## config.mk

```make
export PLATFORM = sky130hd
export DESIGN_NAME = wb_regfile_scoreboard
export DESIGN_NICKNAME = d
export VERILOG_FILES = /design/src/rtl/wb_regfile_scoreboard.sv
export SDC_FILE = /design/constraint.sdc
export NUM_CORES = 1
export LEC_CHECK = 0
export BUFFER_PORTS_ARGS = -buffer_cell sky130_fd_sc_hd__clkbuf_2
export CAP_MARGIN = 20
export CORE_UTILIZATION = 45
export DETAILED_ROUTE_END_ITERATION = 12
export GPL_ROUTABILITY_DRIVEN = 0
export PLACE_DENSITY = 0.6
export SLEW_MARGIN = 20
export SYNTH_ARGS = -nofsm -noshare
export SYNTH_HDL_FRONTEND = slang
export SYNTH_SLANG_ARGS = --single-unit
```

## constraint.sdc

```tcl
create_clock -name clk -period 3.38 [get_ports clk]
set_input_delay 0.169 -clock clk [delete_from_list [all_inputs] [get_ports clk]]
set_output_delay 0.169 -clock clk [all_outputs]
set_load 0.05 [all_outputs]
```

## src/rtl/wb_regfile_scoreboard.sv

```systemverilog
// WB-stage commit into the RV32E register file, two bypassed read ports,
// a per-register pending-write scoreboard and a retired-instruction counter.
module wb_regfile_scoreboard #(
   parameter int NUM_REGS = 16,
   parameter int XLEN     = 32,
   parameter int PEND_W   = 2,
   parameter int CNT_W    = 64,
   localparam int AW      = $clog2(NUM_REGS)
) (
   input  logic             clk,
   input  logic             rst_n,
   input  logic             invalid_WB,
   input  logic [AW-1:0]    rd_WB,
   input  logic [XLEN-1:0]  alu_result_WB,
   input  logic             regfile_we_WB,
   input  logic             stall,
   input  logic             flush,
   input  logic             issue_fire,
   input  logic             issue_we,
   input  logic [AW-1:0]    issue_rd,
   input  logic [AW-1:0]    rs1_addr,
   input  logic [AW-1:0]    rs2_addr,
   output logic [XLEN-1:0]  rs1_data,
   output logic [XLEN-1:0]  rs2_data,
   output logic             rs1_busy,
   output logic             rs2_busy,
   output logic             issue_rd_full,
   output logic [CNT_W-1:0] instret,
   output logic             sb_err
);

   localparam logic [PEND_W-1:0] PEND_MAX = '1;
   localparam logic [PEND_W-1:0] PEND_ONE = PEND_W'(1);

   logic [NUM_REGS-1:0][XLEN-1:0]   regs;
   logic [NUM_REGS-1:0][PEND_W-1:0] pend;
   logic [NUM_REGS-1:0][PEND_W-1:0] pend_nxt;
   logic                            err_set;
   logic                            commit;
   logic                            wr_en;

   // A held (stalled) WB slot commits only on the cycle stall drops.
   assign commit = !invalid_WB && !stall;
   assign wr_en  = commit && regfile_we_WB;

   // Register file write; x0 is never written and stays at its reset value 0.
   always_ff @(posedge clk or negedge rst_n) begin
      if (!rst_n) begin
         regs <= '0;
      end else if (wr_en && rd_WB != '0) begin
         regs[rd_WB] <= alu_result_WB;
      end
   end

   // Next scoreboard state: flush wins, matched inc/dec cancel, saturate both ends.
   always_comb begin
      pend_nxt = pend;
      err_set  = 1'b0;
      for (int r = 1; r < NUM_REGS; r++) begin
         logic inc, dec;
         inc = issue_fire && issue_we && (issue_rd == AW'(r)) && !flush;
         dec = wr_en && (rd_WB == AW'(r));
         if (flush) begin
            pend_nxt[r] = '0;
         end else if (inc && !dec) begin
            if (pend[r] == PEND_MAX) err_set = 1'b1;
            else                     pend_nxt[r] = pend[r] + PEND_ONE;
         end else if (dec && !inc) begin
            // Commits of writes issued before a flush drain with pend already 0.
            if (pend[r] != '0) pend_nxt[r] = pend[r] - PEND_ONE;
         end
      end
      pend_nxt[0] = '0;
   end

   // Scoreboard, retire counter and sticky error state.
   always_ff @(posedge clk or negedge rst_n) begin
      if (!rst_n) begin
         pend    <= '0;
         instret <= '0;
         sb_err  <= 1'b0;
      end else begin
         pend   <= pend_nxt;
         sb_err <= sb_err | err_set;
         if (commit) instret <= instret + CNT_W'(1);
      end
   end

   // Read ports with write-through bypass; the last pending write committing
   // this cycle is served by the bypass and so is not reported busy.
   always_comb begin
      rs1_data = '0;
      rs2_data = '0;
      rs1_busy = 1'b0;
      rs2_busy = 1'b0;
      if (rs1_addr != '0) begin
         rs1_data = (wr_en && rd_WB == rs1_addr) ? alu_result_WB : regs[rs1_addr];
         rs1_busy = (pend[rs1_addr] != '0) &&
                    !(wr_en && rd_WB == rs1_addr && pend[rs1_addr] == PEND_ONE);
      end
      if (rs2_addr != '0) begin
         rs2_data = (wr_en && rd_WB == rs2_addr) ? alu_result_WB : regs[rs2_addr];
         rs2_busy = (pend[rs2_addr] != '0) &&
                    !(wr_en && rd_WB == rs2_addr && pend[rs2_addr] == PEND_ONE);
      end
   end

   assign issue_rd_full = (issue_rd != '0) && (pend[issue_rd] == PEND_MAX);

endmodule

```

Word-level counts from Yosys, hierarchy flattened:

Index checks and enable logic that the tools add are counted.
Widths: inputs -> output; s select.

* bits in registers: 607
* bits of input ports: 56

* add/subtract/negate cells: 31
* magnitude comparators: 5
* eq/ne operators: 65
* mux-type cells: 139
* bitwise operators: 1
* reduce and logical (&&, ||, !) cells: 188

Operators with widths (number)
* $bwmux 512: 1
* $bmux 32 s4: 2
* $mux 32: 7
* $mux 2: 78
* $demux 32 s4: 1
* $reduce_bool 3->1: 30
* $logic_and 1x1->1: 87
* $add 64x1->64 const B: 1
* $eq 4x4->1 const B: 16
* $mux 1: 47
* $ne 3x3->1 const B: 15
* $reduce_and 3->1: 15
* $logic_not 1->1: 35
* $reduce_bool 2->1: 17
* $eq 2x2->1 const B: 16
* $eq 4x3->1 const B: 8
* $add 2x1->2 const B: 15
* $sub 2x1->2 const B: 15
* $bmux 2 s4: 3
* $lt 4x5->1 const B: 4
* $eq 4x2->1 const B: 4
* $reduce_bool 4->1: 4
* $eq 4x1->1 const B: 2
* $eq 4x4->1: 2
* 3 further kinds: 4

Depth between registers and ports, before layout:

* word-level depth: 51
* mapped depth: 9

Worst setup path before layout:

OpenSTA, ideal clock, no wires.

* kind: input-to-output
* from: input rs2_addr[0]
* to: output rs2_data[10]
* arrival time: 2523 ps
* data required time: 3211 ps
* path slack: 688 ps
* stages: 7
* path buffers: 4
* path through: buf_2 -> buf_2 -> buf_2 -> buf_2 -> mux4_2 -> a221oi_1 -> o21ai_0

* word-level cells in the longest chain between the ends: 4
* elaborated cells between the ends (all ways): 7

Ends and longest elaborated chain
* from (decl): line 22 `input logic [AW-1:0] rs2_addr,`
* $bmux 32 s4 / $eq 4x4->1 (equally long branches): line 102 `rs2_data = (wr_en && rd_WB == rs2_addr) ? alu_result_WB : regs[rs2_addr];`
* $mux 32 (not written as such) / $logic_and 1x1->1 (equally long branches): line 102
* $mux 32: line 102
* $mux 32 *: line 101 `if (rs2_addr != '0) begin`
* to (decl): line 24 `output logic [XLEN-1:0] rs2_data,`

Every way passes the cells marked *; elsewhere a longest branch is shown, timed or not. The select of a mux whose other input is x is not followed.

Worst setup path after layout:

* from: input stall
* to: output rs1_data[5]

* word-level cells in the longest chain between the ends: 6

Ends and longest elaborated chain
* from (decl): line 16 `input logic stall,`
* $logic_not 1->1: line 43 `assign commit = !invalid_WB && !stall;`
* $logic_and 1x1->1: line 43
* $logic_and 1x1->1: line 44 `assign wr_en = commit && regfile_we_WB;`
* $logic_and 1x1->1: line 97 `rs1_data = (wr_en && rd_WB == rs1_addr) ? alu_result_WB : regs[rs1_addr];`
* $mux 32: line 97
* $mux 32: line 96 `if (rs1_addr != '0) begin`
* to (decl): line 23 `output logic [XLEN-1:0] rs1_data,`

No other way between the ends.

==> summary.txt <==
unrepaired setup endpoints after global routing - false
worst hold slack - 0.0247 ns
area leader, netlist - dfrtp_1
largest net degree at the start of global routing - 96
worst-path fanout max - 17
Hold Startpoint - alu_result_WB[24]
final slew viol count - 0
cells along the critical path - clkbuf_2 -> nor3b_1 -> nand2_1 -> nor4_1 -> or2_2 -> buf_4 -> o21ai_0 -> clkbuf_2
library cells used by synthesis - 64
Setup TNS - 0 ns
cts bufs inserted - 70
Vias - 23700
required arrival time at the worst endpoint - 3.21 ns
max_cap viols - 0
Overall Global Routing Usage - 27.1%
TritonRoute pass-1 iters - 6
DP Worst Slack - 0.654 ns
Worst-Margin Slew - 0.951 ns
relative slew slack - 36.4%
Setup crit end kind - primary output
Post-synth ARST share - 100%
Max IR drop VDD - 0.335 mV
R2R Path End - instret[61]$_DFFE_PN0N_
initial core utilization - 45.5%
Remaining DRCs - 0
Clock Tree Root - clkbuf_16
layout net count - 2867
clock skew - 0.0128 ns
outcome - finished, final reports clean
R2R Setup Slk - 0.88 ns
global route overflow - 0
warning count from the yosys run - 0
IO Count - 188
Clock Tree Buf Depth - 3
setup slack after layout - 0.583 ns
vias in the first global route - 25000
register area share after synthesis - 46.7%
pwr dens - 531 nW/um^2
post-synth top area share - 46.7%
crit path buf inv count - 3
Synth Cell Area - 32500 sq um
global-route wire length before repair - 152000 um
post-CTS setup buffers - 0
Main synth FF type - dfrtp_1
layout cell share with drive strength beyond 1 - 35.6%
fill count - 6057
# rows - 98
post-route minimum period - 2.80 ns
WS Path Type - input pin to primary output
largest cells by area after synthesis - dfrtp_1 47%, mux4_2 19%, mux2_2 11%
post-CTS resize count - 0
synth cell count leaders - 615 x nand2_1, 607 x dfrtp_1, 323 x mux2_2
Area growth syn-to-layout - 14.6%
Yosys reg bits - 607
DR WL/cell - 25.7 um
max incr delay on CP - 0.61 ns
Port Buffers - 187
Final Hold Vio Count - 0
Die Wd - 271 um
initial DRC count - 2232
# setup viols final - 0
initial antenna violation count - 2
H-tree Lvls - 3
P_leak - 17.2 nW
worst reg2reg path depth - 6
Hold Crit Class - input pin to flop
FMAX - 358 MHz
Hold Path End - regs[312]$_DFFE_PN0P_
Post-Syn Nets - 2742
Clock Sinks - 607
die area - 73400 sq um
overall power - 0.0198 W
Core Util, Final - 52.1%
Mapped Cells - 2685
Crit path max-delay family - simple AND/OR/NAND/NOR gates
Hold Path Stages - 3
Clk pin slew, worst setup/hold paths - 0.06 ns
worst reg2reg path startpoint - instret[10]$_DFFE_PN0N_
Die H - 271 um
final WL - 97900 um
top-count cell post-synth - nand2_1
DRT antenna net count - 0
drt via density - 6.21
WP data arrival - 2.63 ns
core box area - 71500 sq um
Crit path top cell by count - clkbuf_2
Post-synth EDFFs - 0
crit start category - input pin
CP max stage cell - or2_2
CTS tree - yes
post-DP HPWL - 61500 um
Worst-Skew Late Latency - 0.60 ns
post-synthesis average cell area - 12.1 sq um
fin crit share - 82.7%
flip-flops by register name, indices dropped and copies added (netlist names):
name,cells
instret,64
pend,30
regs,512
sb_err,1
power breakdown:
group          total, W  leakage (nW)  switching, W  internal, W
logic           0.00355          7.95       0.00195      0.00160
registers       0.00867          8.15      0.000601      0.00807
clock network   0.00758          1.13       0.00309      0.00450
final cells by class:
| cell class | instances | area, sq um | area share (%) |
|---|---|---|---|
| Antenna cell | 1 | 2.50 | 0.00671 |
| Clock buffer | 111 | 2140 | 5.74 |
| Clock inverter | 13 | 145 | 0.389 |
| Inverter | 3 | 11.3 | 0.0302 |
| Multi-Input combinational cell | 1814 | 16400 | 44.0 |
| Sequential cell | 607 | 15200 | 40.8 |
| Tap cell | 950 | 1190 | 3.19 |
| Timing Repair Buffer | 314 | 2180 | 5.86 |
worst max path at each step:
| stage | endpoint | startpoint | slack (ns) | cells past startpoint |
|---|---|---|---|---|
| detailed placement | rs1_data[5] | stall | 0.65 | 8 |
| global placement | rs1_data[20] | rs1_addr[0] | 0.70 | 7 |
| finish | rs1_data[5] | stall | 0.58 | 8 |
| global route | rs1_data[5] | stall | 0.48 | 8 |
| CTS | rs1_data[5] | stall | 0.64 | 8 |
| floorplan | rs2_data[10] | rs2_addr[0] | 0.69 | 7 |
layout by cell type (no fill, tap or decap), types with 21 or more instances in the layout:
cell type and instances:
nor2_1 34, clkbuf_16 73, xor2_1 21, a21oi_1 30, nand3_1 35, clkbuf_2 182, dfrtp_1 607, xnor2_1 61
mux2_2 323, a22o_1 65, nand4_1 28, buf_4 86, o21ai_0 94, dlygate4sd3_1 26, mux4_2 269, a221oi_1 65
nand2_1 613, clkbuf_1 21
cells by family (layout without fill, tap and decap cells):
kind of cell	after synthesis	count (layout)	share of synthesized area, %
other	0	1	0
AOI/OAI and AO/OA	309	309	6.70
muxes	595	595	29.9
DFF	607	607	46.7
buffers and inverters	264	441	3.28
xor gates and xnor gates	82	82	2.21
and+or+nand+nor	827	827	11.2
adders and majority gates	1	1	0.0385
stage by stage:
stage / instance area, sq um / instances
after floorplan: 32500 / 2685
after global placement: 34700 / 3662
after detailed placement: 34700 / 3662
after CTS: 37300 / 3812
after global routing: 37300 / 3812
final: 37300 / 3813
layer usage:
layer	track usage, %	part of all wire [%]	vias to the layer above
met1	37.1	42	12400
met2	43.0	47	984
met5	0	0.025	-
met4	9.71	3.1	4
met3	5.19	7.6	195
li1	-	-	10100
worst reg2reg max path, stage by stage (launching register included):
cell and delay (ns):
dfrtp_1 0.44, and4_1 0.29, and4_1 0.39, nand4_4 0.19
nor4_4 0.69, nand4b_1 0.21, xnor2_1 0.17
what timing repair did:
action / 4_1_cts / 5_1_grt
endpoints found under the hold margin: 172 / 0
endpoints found under the setup margin: 0 / 0
hold buffers: 26 / 0
Note: power is estimated with default switching activity, not from simulation.
